<file path="src/rtl/conv_layer_sequencer_if.sv">
// conv_layer_sequencer_if: FIFO, convolution and pooling handshakes between the sequencer (master) and its datapath (slave)
interface conv_layer_sequencer_if #(
  parameter int BITS_PER_COORDINATE = 8,
  parameter int IN_CHANNELS = 2
);
  localparam int W = 2 * BITS_PER_COORDINATE + IN_CHANNELS + 1;
  logic fifo_empty;
  logic fifo_read_enable;
  logic [W-1:0] fifo_read_data;
  logic conv_start;
  logic [BITS_PER_COORDINATE-1:0] conv_x;
  logic [BITS_PER_COORDINATE-1:0] conv_y;
  logic [IN_CHANNELS-1:0] conv_spikes;
  logic conv_done;
  logic pool_start;
  logic pool_done;
  logic pool_hold;
  logic output_fifo_full_next;
  logic [1:0] arbiter_mode;
  modport master (
    input fifo_empty, fifo_read_data, conv_done, pool_done, output_fifo_full_next,
    output fifo_read_enable, conv_start, conv_x, conv_y, conv_spikes, pool_start, pool_hold, arbiter_mode
  );
  modport slave (
    output fifo_empty, fifo_read_data, conv_done, pool_done, output_fifo_full_next,
    input fifo_read_enable, conv_start, conv_x, conv_y, conv_spikes, pool_start, pool_hold, arbiter_mode
  );
endinterface

</file>
<file path="src/rtl/conv_layer_sequencer.sv">
// conv_layer_sequencer: event-driven conv/pool scheduler for one layer; optional statistics counters enabled by CONV_SEQ_STATS_EN
module conv_layer_sequencer #(
  parameter int BITS_PER_COORDINATE = 8,
  parameter int IN_CHANNELS = 2,
  parameter int IMG_WIDTH = 32,
  parameter int IMG_HEIGHT = 32,
  parameter int MAX_EVENTS_PER_TIMESTEP = 1024,
  parameter int STATS_WIDTH = 32
) (
  input  logic clk,
  input  logic reset,
  input  logic enable,
  conv_layer_sequencer_if.master bus,
  output logic busy,
  output logic overflow_flag,
  output logic [STATS_WIDTH-1:0] stat_events,
  output logic [STATS_WIDTH-1:0] stat_timesteps,
  output logic [STATS_WIDTH-1:0] stat_dropped
);
  localparam int BPC = BITS_PER_COORDINATE;
  localparam int W = 2 * BPC + IN_CHANNELS + 1;
  localparam int CW = $clog2(MAX_EVENTS_PER_TIMESTEP + 1);
  localparam logic [CW-1:0] MAXC = CW'(MAX_EVENTS_PER_TIMESTEP);
  typedef enum logic [2:0] {IDLE, FETCH, CONV, POOL, PAUSE} state_t;
  state_t state, state_d;
  logic [CW-1:0] ev_cnt, cnt_d;
  logic [BPC-1:0] x_d, y_d;
  logic [IN_CHANNELS-1:0] sp_d;
  logic rd_d, cs_d, ps_d, ovf_d;
  logic w_ts, w_bad, word_valid;
  logic [BPC-1:0] w_x, w_y;
  logic [IN_CHANNELS-1:0] w_sp;
  assign w_ts = bus.fifo_read_data[W-1];
  assign w_x = bus.fifo_read_data[W-2 -: BPC];
  assign w_y = bus.fifo_read_data[BPC+IN_CHANNELS-1 -: BPC];
  assign w_sp = bus.fifo_read_data[IN_CHANNELS-1:0];
  assign w_bad = int'(w_x) >= IMG_WIDTH || int'(w_y) >= IMG_HEIGHT || w_sp == '0;
  assign word_valid = state == FETCH && !bus.fifo_read_enable;
  always_comb begin
    state_d = state;
    rd_d = 1'b0;
    cs_d = 1'b0;
    ps_d = 1'b0;
    ovf_d = overflow_flag;
    cnt_d = ev_cnt;
    x_d = bus.conv_x;
    y_d = bus.conv_y;
    sp_d = bus.conv_spikes;
    case (state)
      IDLE: begin
        if (!enable) state_d = PAUSE;
        else if (ev_cnt == MAXC) begin
          state_d = POOL;
          ps_d = 1'b1;
          ovf_d = 1'b1;
        end else if (!bus.fifo_empty) begin
          state_d = FETCH;
          rd_d = 1'b1;
        end
      end
      FETCH: begin
        if (word_valid) begin
          if (w_ts) begin
            state_d = POOL;
            ps_d = 1'b1;
          end else if (w_bad) state_d = IDLE;
          else begin
            state_d = CONV;
            cs_d = 1'b1;
            cnt_d = ev_cnt + 1'b1;
            x_d = w_x;
            y_d = w_y;
            sp_d = w_sp;
          end
        end
      end
      CONV: begin
        if (bus.conv_done) begin
          state_d = enable && !bus.fifo_empty && ev_cnt < MAXC ? FETCH : IDLE;
          rd_d = enable && !bus.fifo_empty && ev_cnt < MAXC;
        end
      end
      POOL: begin
        if (bus.pool_done) begin
          state_d = IDLE;
          cnt_d = '0;
        end
      end
      PAUSE: state_d = enable ? IDLE : PAUSE;
      default: state_d = IDLE;
    endcase
  end
  always_ff @(posedge clk) begin
    if (reset) begin
      state <= IDLE;
      ev_cnt <= '0;
      bus.fifo_read_enable <= 1'b0;
      bus.conv_start <= 1'b0;
      bus.pool_start <= 1'b0;
      bus.conv_x <= '0;
      bus.conv_y <= '0;
      bus.conv_spikes <= '0;
      bus.pool_hold <= 1'b0;
      bus.arbiter_mode <= 2'd0;
      busy <= 1'b0;
      overflow_flag <= 1'b0;
    end else begin
      state <= state_d;
      ev_cnt <= cnt_d;
      bus.fifo_read_enable <= rd_d;
      bus.conv_start <= cs_d;
      bus.pool_start <= ps_d;
      bus.conv_x <= x_d;
      bus.conv_y <= y_d;
      bus.conv_spikes <= sp_d;
      bus.pool_hold <= state_d == POOL && bus.output_fifo_full_next;
      bus.arbiter_mode <= {1'b0, state_d == POOL};
      busy <= state_d != IDLE && state_d != PAUSE;
      overflow_flag <= ovf_d;
    end
  end
`ifdef CONV_SEQ_STATS_EN
  logic acc, drop, pdone;
  assign acc = word_valid && !w_ts && !w_bad;
  assign drop = word_valid && !w_ts && w_bad;
  assign pdone = state == POOL && bus.pool_done;
  always_ff @(posedge clk) begin
    if (reset) begin
      stat_events <= '0;
      stat_timesteps <= '0;
      stat_dropped <= '0;
    end else begin
      if (acc && ~&stat_events) stat_events <= stat_events + 1'b1;
      if (pdone && ~&stat_timesteps) stat_timesteps <= stat_timesteps + 1'b1;
      if (drop && ~&stat_dropped) stat_dropped <= stat_dropped + 1'b1;
    end
  end
`else
  assign stat_events = '0;
  assign stat_timesteps = '0;
  assign stat_dropped = '0;
`endif
endmodule

</file>
<file path="src/flat_wrapper.sv">
// flat-port wrapper written by rule: the top's interface ports become plain ports
module conv_layer_sequencer_flat 
#(
  parameter int BITS_PER_COORDINATE = 8,
  parameter int IN_CHANNELS = 2,
  parameter int IMG_WIDTH = 32,
  parameter int IMG_HEIGHT = 32,
  parameter int MAX_EVENTS_PER_TIMESTEP = 1024,
  parameter int STATS_WIDTH = 32
)
  (clk, reset, enable, busy, overflow_flag, stat_events, stat_timesteps, stat_dropped, bus_fifo_empty, bus_fifo_read_data, bus_conv_done, bus_pool_done, bus_output_fifo_full_next, bus_fifo_read_enable, bus_conv_start, bus_conv_x, bus_conv_y, bus_conv_spikes, bus_pool_start, bus_pool_hold, bus_arbiter_mode);
  conv_layer_sequencer_if #(.BITS_PER_COORDINATE(BITS_PER_COORDINATE), .IN_CHANNELS(IN_CHANNELS)) bus_i ();
  input  logic clk;
  input  logic reset;
  input  logic enable;
  output logic busy;
  output logic overflow_flag;
  output logic [STATS_WIDTH-1:0] stat_events;
  output logic [STATS_WIDTH-1:0] stat_timesteps;
  output logic [STATS_WIDTH-1:0] stat_dropped;
  input wire logic [$bits(bus_i.fifo_empty)-1:0] bus_fifo_empty;
  input wire logic [$bits(bus_i.fifo_read_data)-1:0] bus_fifo_read_data;
  input wire logic [$bits(bus_i.conv_done)-1:0] bus_conv_done;
  input wire logic [$bits(bus_i.pool_done)-1:0] bus_pool_done;
  input wire logic [$bits(bus_i.output_fifo_full_next)-1:0] bus_output_fifo_full_next;
  output wire logic [$bits(bus_i.fifo_read_enable)-1:0] bus_fifo_read_enable;
  output wire logic [$bits(bus_i.conv_start)-1:0] bus_conv_start;
  output wire logic [$bits(bus_i.conv_x)-1:0] bus_conv_x;
  output wire logic [$bits(bus_i.conv_y)-1:0] bus_conv_y;
  output wire logic [$bits(bus_i.conv_spikes)-1:0] bus_conv_spikes;
  output wire logic [$bits(bus_i.pool_start)-1:0] bus_pool_start;
  output wire logic [$bits(bus_i.pool_hold)-1:0] bus_pool_hold;
  output wire logic [$bits(bus_i.arbiter_mode)-1:0] bus_arbiter_mode;
  assign bus_i.fifo_empty = bus_fifo_empty;
  assign bus_i.fifo_read_data = bus_fifo_read_data;
  assign bus_i.conv_done = bus_conv_done;
  assign bus_i.pool_done = bus_pool_done;
  assign bus_i.output_fifo_full_next = bus_output_fifo_full_next;
  assign bus_fifo_read_enable = bus_i.fifo_read_enable;
  assign bus_conv_start = bus_i.conv_start;
  assign bus_conv_x = bus_i.conv_x;
  assign bus_conv_y = bus_i.conv_y;
  assign bus_conv_spikes = bus_i.conv_spikes;
  assign bus_pool_start = bus_i.pool_start;
  assign bus_pool_hold = bus_i.pool_hold;
  assign bus_arbiter_mode = bus_i.arbiter_mode;
  conv_layer_sequencer #(.BITS_PER_COORDINATE(BITS_PER_COORDINATE), .IN_CHANNELS(IN_CHANNELS), .IMG_WIDTH(IMG_WIDTH), .IMG_HEIGHT(IMG_HEIGHT), .MAX_EVENTS_PER_TIMESTEP(MAX_EVENTS_PER_TIMESTEP), .STATS_WIDTH(STATS_WIDTH)) u_core (.clk(clk), .reset(reset), .enable(enable), .bus(bus_i), .busy(busy), .overflow_flag(overflow_flag), .stat_events(stat_events), .stat_timesteps(stat_timesteps), .stat_dropped(stat_dropped));
endmodule
</file>
<file path="config.mk">
export PLATFORM = sky130hd
export DESIGN_NAME = conv_layer_sequencer_flat
export DESIGN_NICKNAME = d
export VERILOG_FILES = /design/src/rtl/conv_layer_sequencer_if.sv /design/src/rtl/conv_layer_sequencer.sv /design/src/flat_wrapper.sv
export SDC_FILE = /design/constraint.sdc
export NUM_CORES = 1
export LEC_CHECK = 0
export ABC_AREA = 0
export ABC_CLOCK_PERIOD_IN_PS = 2610
export CORE_MARGIN = 2
export CORE_UTILIZATION = 37
export CTS_CLUSTER_SIZE = 24
export DETAILED_ROUTE_END_ITERATION = 10
export PLACE_DENSITY = 0.81
export SLEW_MARGIN = 20
export SYNTH_ARGS = -nofsm -noshare
export SYNTH_HDL_FRONTEND = slang
export SYNTH_SLANG_ARGS = --single-unit
</file>
<file path="constraint.sdc">
create_clock -name clk -period 2.61 [get_ports clk]
set_input_delay 0.522 -clock clk [delete_from_list [all_inputs] [get_ports clk]]
set_output_delay 0.522 -clock clk [all_outputs]
set_load 0.005 [all_outputs]
</file>
==> impl_metrics.prom <==
# TYPE chip_impl_metric gauge
chip_impl_metric{name="ctsHoldBuffers",unit=""} 0
chip_impl_metric{name="clkTransAtPathRegs",unit="ns"} 0.07
chip_impl_metric{name="clkSinkCount",unit=""} 39
chip_impl_metric{name="flow.area_growth_from_synthesis",unit="%"} 14.82
chip_impl_metric{name="die_span_in_y",unit="µm"} 83.65
chip_impl_metric{name="reg2reg_setup_slack",unit="ns"} 0.43
chip_impl_metric{name="core_region_area",unit="µm²"} 6241
chip_impl_metric{name="cellLeakagePower",unit="µW"} 0.001110
chip_impl_info{name="cts_root_buffer",value="sky130_fd_sc_hd__clkbuf_8"} 1
chip_impl_metric{name="netlist_instances",unit=""} 282
chip_impl_metric{name="grt_start_max_net_pins",unit=""} 14
chip_impl_metric{name="postSynthAreaPerCell",unit="µm²"} 8.324
chip_impl_metric{name="detailed_place_hpwl",unit="mm"} 3.402
chip_impl_metric{name="number_of_antenna_violations_at_the_first_check_in_global_routing",unit=""} 0
chip_impl_info{name="cells_traversed_along_the_worst_timing_path",value="clkdlybuf4s50_1, nor4_1, o2111a_1, a21boi_1, or4_1, a21oi_1"} 1
chip_impl_metric{name="clock_power_share",unit=""} 0.372
chip_impl_metric{name="worst-endpoint-required",unit="ns"} 2.83
chip_impl_metric{name="summed_instance_area_of_the_synthesized_netlist",unit="µm²"} 2347
chip_impl_metric{name="final.period_utilization",unit=""} 0.8815
chip_impl_metric{name="n_fill_cell",unit=""} 644
chip_impl_metric{name="crit_arrival",unit="ns"} 2.52
chip_impl_metric{name="vdd.ir_drop.worst",unit="mV"} 0.2698
chip_impl_metric{name="drt-pass1-iter-count",unit=""} 4
chip_impl_metric{name="drive_above_1_share",unit=""} 0.06490
chip_impl_metric{name="intPower",unit="µW"} 866.0
chip_impl_metric{name="drt-total-wl",unit="mm"} 4.339
chip_impl_metric{name="setup_total_negative_slack",unit="ns"} 0
chip_impl_metric{name="critical_path.max_fanout",unit=""} 12
chip_impl_metric{name="yosys_register_bits",unit=""} 39
chip_impl_metric{name="netSwitchingPower",unit="µW"} 281.7
chip_impl_metric{name="die_w",unit="µm"} 83.65
chip_impl_metric{name="boundaryPins",unit=""} 148
chip_impl_metric{name="bufs_on_longest_clock_path",unit=""} 2
chip_impl_metric{name="post_synth_num_cell_types",unit=""} 44
chip_impl_metric{name="post_cts_resized",unit=""} 0
chip_impl_metric{name="synth_seq_area_share",unit=""} 0.3326
chip_impl_info{name="worstSetupPathType",value="in -> reg"} 1
chip_impl_metric{name="layout.nets",unit=""} 366
chip_impl_metric{name="drv_cap",unit=""} 0
chip_impl_info{name="worst_hold_path_type",value="reg -> reg"} 1
chip_impl_info{name="tritoncts",value="done"} 1
chip_impl_metric{name="drt-initial-drc-count",unit=""} 90
chip_impl_metric{name="die_area",unit="µm²"} 6997
chip_impl_metric{name="detail-route-antenna-nets",unit=""} 0
chip_impl_metric{name="final-max-slew-violation-count",unit=""} 0
chip_impl_metric{name="core.rowCount",unit=""} 29
chip_impl_metric{name="final.setup_skew",unit="ns"} 0.005913
chip_impl_metric{name="place.port_buffers",unit=""} 50
chip_impl_metric{name="weighted_congestion_reported_at_the_end_of_routability_driven_placement",unit=""} 0.8043
chip_impl_info{name="crit_family",value="simple AND/OR/NAND/NOR gates"} 1
chip_impl_metric{name="average_wire_per_cell_in_the_routed_design",unit="µm"} 10.43
chip_impl_metric{name="comb_power_share",unit=""} 0.102
chip_impl_metric{name="cts.htree.levels",unit=""} 2
chip_impl_metric{name="cp_slowest_stage_delay",unit="ns"} 0.55
chip_impl_metric{name="pwr_density_cell",unit="nW/µm²"} 425.9
chip_impl_info{name="status",value="finished, final reports clean"} 1
chip_impl_metric{name="clock_insertion_delay_worst_skew",unit="ns"} 0.29
chip_impl_metric{name="num_vias",unit=""} 1801
chip_impl_metric{name="first_global_vias",unit=""} 1488
chip_impl_metric{name="gr-usage-all-layers",unit=""} 0.1183
chip_impl_metric{name="timing.final.hold_violations",unit=""} 0
chip_impl_metric{name="antenna_cells",unit=""} 0
chip_impl_metric{name="synth_enable_flop_cells",unit=""} 0
chip_impl_metric{name="fin_crit",unit="ns"} 2.301
chip_impl_metric{name="postSynth.asyncResetShare",unit=""} 0
chip_impl_info{name="setup.worst_path.start_class",value="input port"} 1
chip_impl_metric{name="fin_util",unit=""} 0.4318
chip_impl_metric{name="slew_margin_rel",unit=""} 0.5324
chip_impl_info{name="cpMaxStageDelayCell",value="sky130_fd_sc_hd__or4_1"} 1
chip_impl_metric{name="synthesis.yosys.warnings",unit=""} 0
chip_impl_info{name="crit_path_end_kind",value="flip-flop"} 1
chip_impl_metric{name="achievable_clock_frequency",unit="MHz"} 434.6
chip_impl_metric{name="netSwitchingFraction",unit=""} 0.2455
chip_impl_info{name="grt_setup_unrepaired",value="false"} 1
chip_impl_metric{name="pwr-share-seq",unit=""} 0.526
chip_impl_metric{name="tritoncts.num_buffers",unit=""} 5
chip_impl_metric{name="drc",unit=""} 0
chip_impl_metric{name="via_per_inst",unit=""} 4.329
chip_impl_info{name="synth_flop_cell",value="sky130_fd_sc_hd__dfxtp_1"} 1
chip_impl_metric{name="globalRouteOverflowTotal",unit=""} 0
chip_impl_metric{name="post-cts-setup-buffers",unit=""} 0
chip_impl_metric{name="tightestPinTransition",unit="ns"} 0.6999
chip_impl_metric{name="final.hold.worst_slack",unit="ns"} 0.4527
chip_impl_metric{name="crit_buf_inv",unit=""} 1
chip_impl_metric{name="grt_pass1_wl",unit="mm"} 6.768
chip_impl_metric{name="initial_utilization",unit=""} 0.3761
chip_impl_metric{name="number_of_endpoints_failing_setup_at_the_final_stage",unit=""} 0
==> synth_stat cells (all sizes together), types with 2 or more instances <==
cell,number,area share
nand4,2,0.0053
or4b,3,0.014
a21oi,25,0.055
or3,5,0.013
nand3,5,0.011
nor2,7,0.011
a2111oi,2,0.0080
o21ai,8,0.017
o31ai,2,0.0064
nor3,5,0.015
and2,7,0.019
nand2,31,0.050
nor4,3,0.0080
inv,5,0.0080
clkbuf,4,0.0064
and3,3,0.0080
ha,2,0.011
buf,100,0.32
or4,4,0.014
nand2b,4,0.011
dfxtp,39,0.33
and4,2,0.0085
or2,2,0.0053
==> registers in the layout (all words and copies together), names as in the netlist <==
register and cells:
u_core.bus.conv_spikes 2, u_core.bus.conv_start 1, u_core.overflow_flag 1, u_core.bus.arbiter_mode 1, u_core.bus.conv_y 8, u_core.bus.conv_x 8
u_core.ev_cnt 11, u_core.bus.pool_start 1, u_core.busy 1, u_core.bus.fifo_read_enable 1, u_core.state 3, u_core.bus.pool_hold 1
==> path summary, 6_finish.rpt <==
| path | startpoint | depth (start not counted) | to |
|---|---|---|---|
| worst max-delay path | bus_fifo_read_data[16] | 6 | u_core.ev_cnt[5] |
| worst min-delay path | u_core.bus.conv_y[2] | 2 | u_core.bus.conv_y[2] |
| worst max register to register | u_core.ev_cnt[0] | 7 | u_core.bus.pool_hold |
| worst min register to register | u_core.bus.conv_y[2] | 2 | u_core.bus.conv_y[2] |
==> cell usage in the layout (no fill, tap or decap), types with 2 or more instances in the layout <==
master	count
sky130_fd_sc_hd__conb_1	97
sky130_fd_sc_hd__clkdlybuf4s50_1	50
sky130_fd_sc_hd__dfxtp_1	39
sky130_fd_sc_hd__nand2_1	31
sky130_fd_sc_hd__a21oi_1	24
sky130_fd_sc_hd__o21ai_0	8
sky130_fd_sc_hd__nor2_1	7
sky130_fd_sc_hd__and2_1	7
sky130_fd_sc_hd__buf_4	7
sky130_fd_sc_hd__clkbuf_8	6
sky130_fd_sc_hd__inv_1	5
sky130_fd_sc_hd__or3_1	5
sky130_fd_sc_hd__nand3_1	5
sky130_fd_sc_hd__nand2b_1	4
sky130_fd_sc_hd__nor3_1	4
sky130_fd_sc_hd__nor4_1	3
sky130_fd_sc_hd__and3_1	3
sky130_fd_sc_hd__or4_1	3
sky130_fd_sc_hd__nand4_1	2
sky130_fd_sc_hd__o31ai_1	2
sky130_fd_sc_hd__or4b_1	2
sky130_fd_sc_hd__ha_1	2
==> power by group through the flow <==
stage | Sequential [µW] | Combinational (µW) | Clock (µW)
3_5_place_dp | 618 | 114 | 0
2_1_floorplan | 617 | 165 | 0
6_report | 604 | 117 | 427
4_1_cts | 604 | 114 | 445
3_3_place_gp | 618 | 113 | 0
5_1_grt | 605 | 130 | 469
==> per-layer routing <==
metal	track usage	share of wire	vias to the layer above
met5	0	0	-
met4	0.04252	0.016	0
met3	0.05638	0.12	7
met2	0.1804	0.45	104
met1	0.1456	0.41	823
li1	-	-	867
==> layout make-up <==
cell class	instances	area, µm²	area share
tap	77	96.34	0.03575
inverter	5	18.77	0.006964
timing repair buffer	57	553.0	0.2052
clock buffer	7	86.33	0.03203
sequential	39	780.7	0.2897
clock inverter	1	8.758	0.003250
multi-input combinational	230	1151	0.4271
==> worst reg2reg max path: stages (launching register included) <==
cell                      delay, ns
sky130_fd_sc_hd__dfxtp_1       0.36
sky130_fd_sc_hd__inv_1         0.07
sky130_fd_sc_hd__ha_1          0.14
sky130_fd_sc_hd__or4bb_1       0.55
sky130_fd_sc_hd__or4_4         0.56
sky130_fd_sc_hd__and4_4        0.21
sky130_fd_sc_hd__nor3_4        0.11
sky130_fd_sc_hd__and2_1        0.13
==> cell families (layout without fill, tap and decap cells) <==
kind of cell,after synthesis,in the layout,share of synthesized area
xor+xnor,1,1,0.003732
simple gates,87,87,0.2111
buf+inv,109,70,0.3305
other cells,1,97,0.001598
flops,39,39,0.3326
compound gates,43,43,0.1098
fa+ha+maj,2,2,0.01066
==> through the flow <==
step / std cells / area (µm²) / worst slack (ns) / total power [µW]
after detailed placement: 408 / 2600 / 0.04999 / 732.2
final: 416 / 2695 / 0.3093 / 1148
after global routing: 416 / 2695 / 0.1228 / 1203
after CTS: 416 / 2695 / 0.3265 / 1163
after floorplan: 378 / 2708 / 0.5943 / 781.9
after global placement: 408 / 2600 / 0.1058 / 730.6
Note: power is estimated with default switching activity, not from simulation.
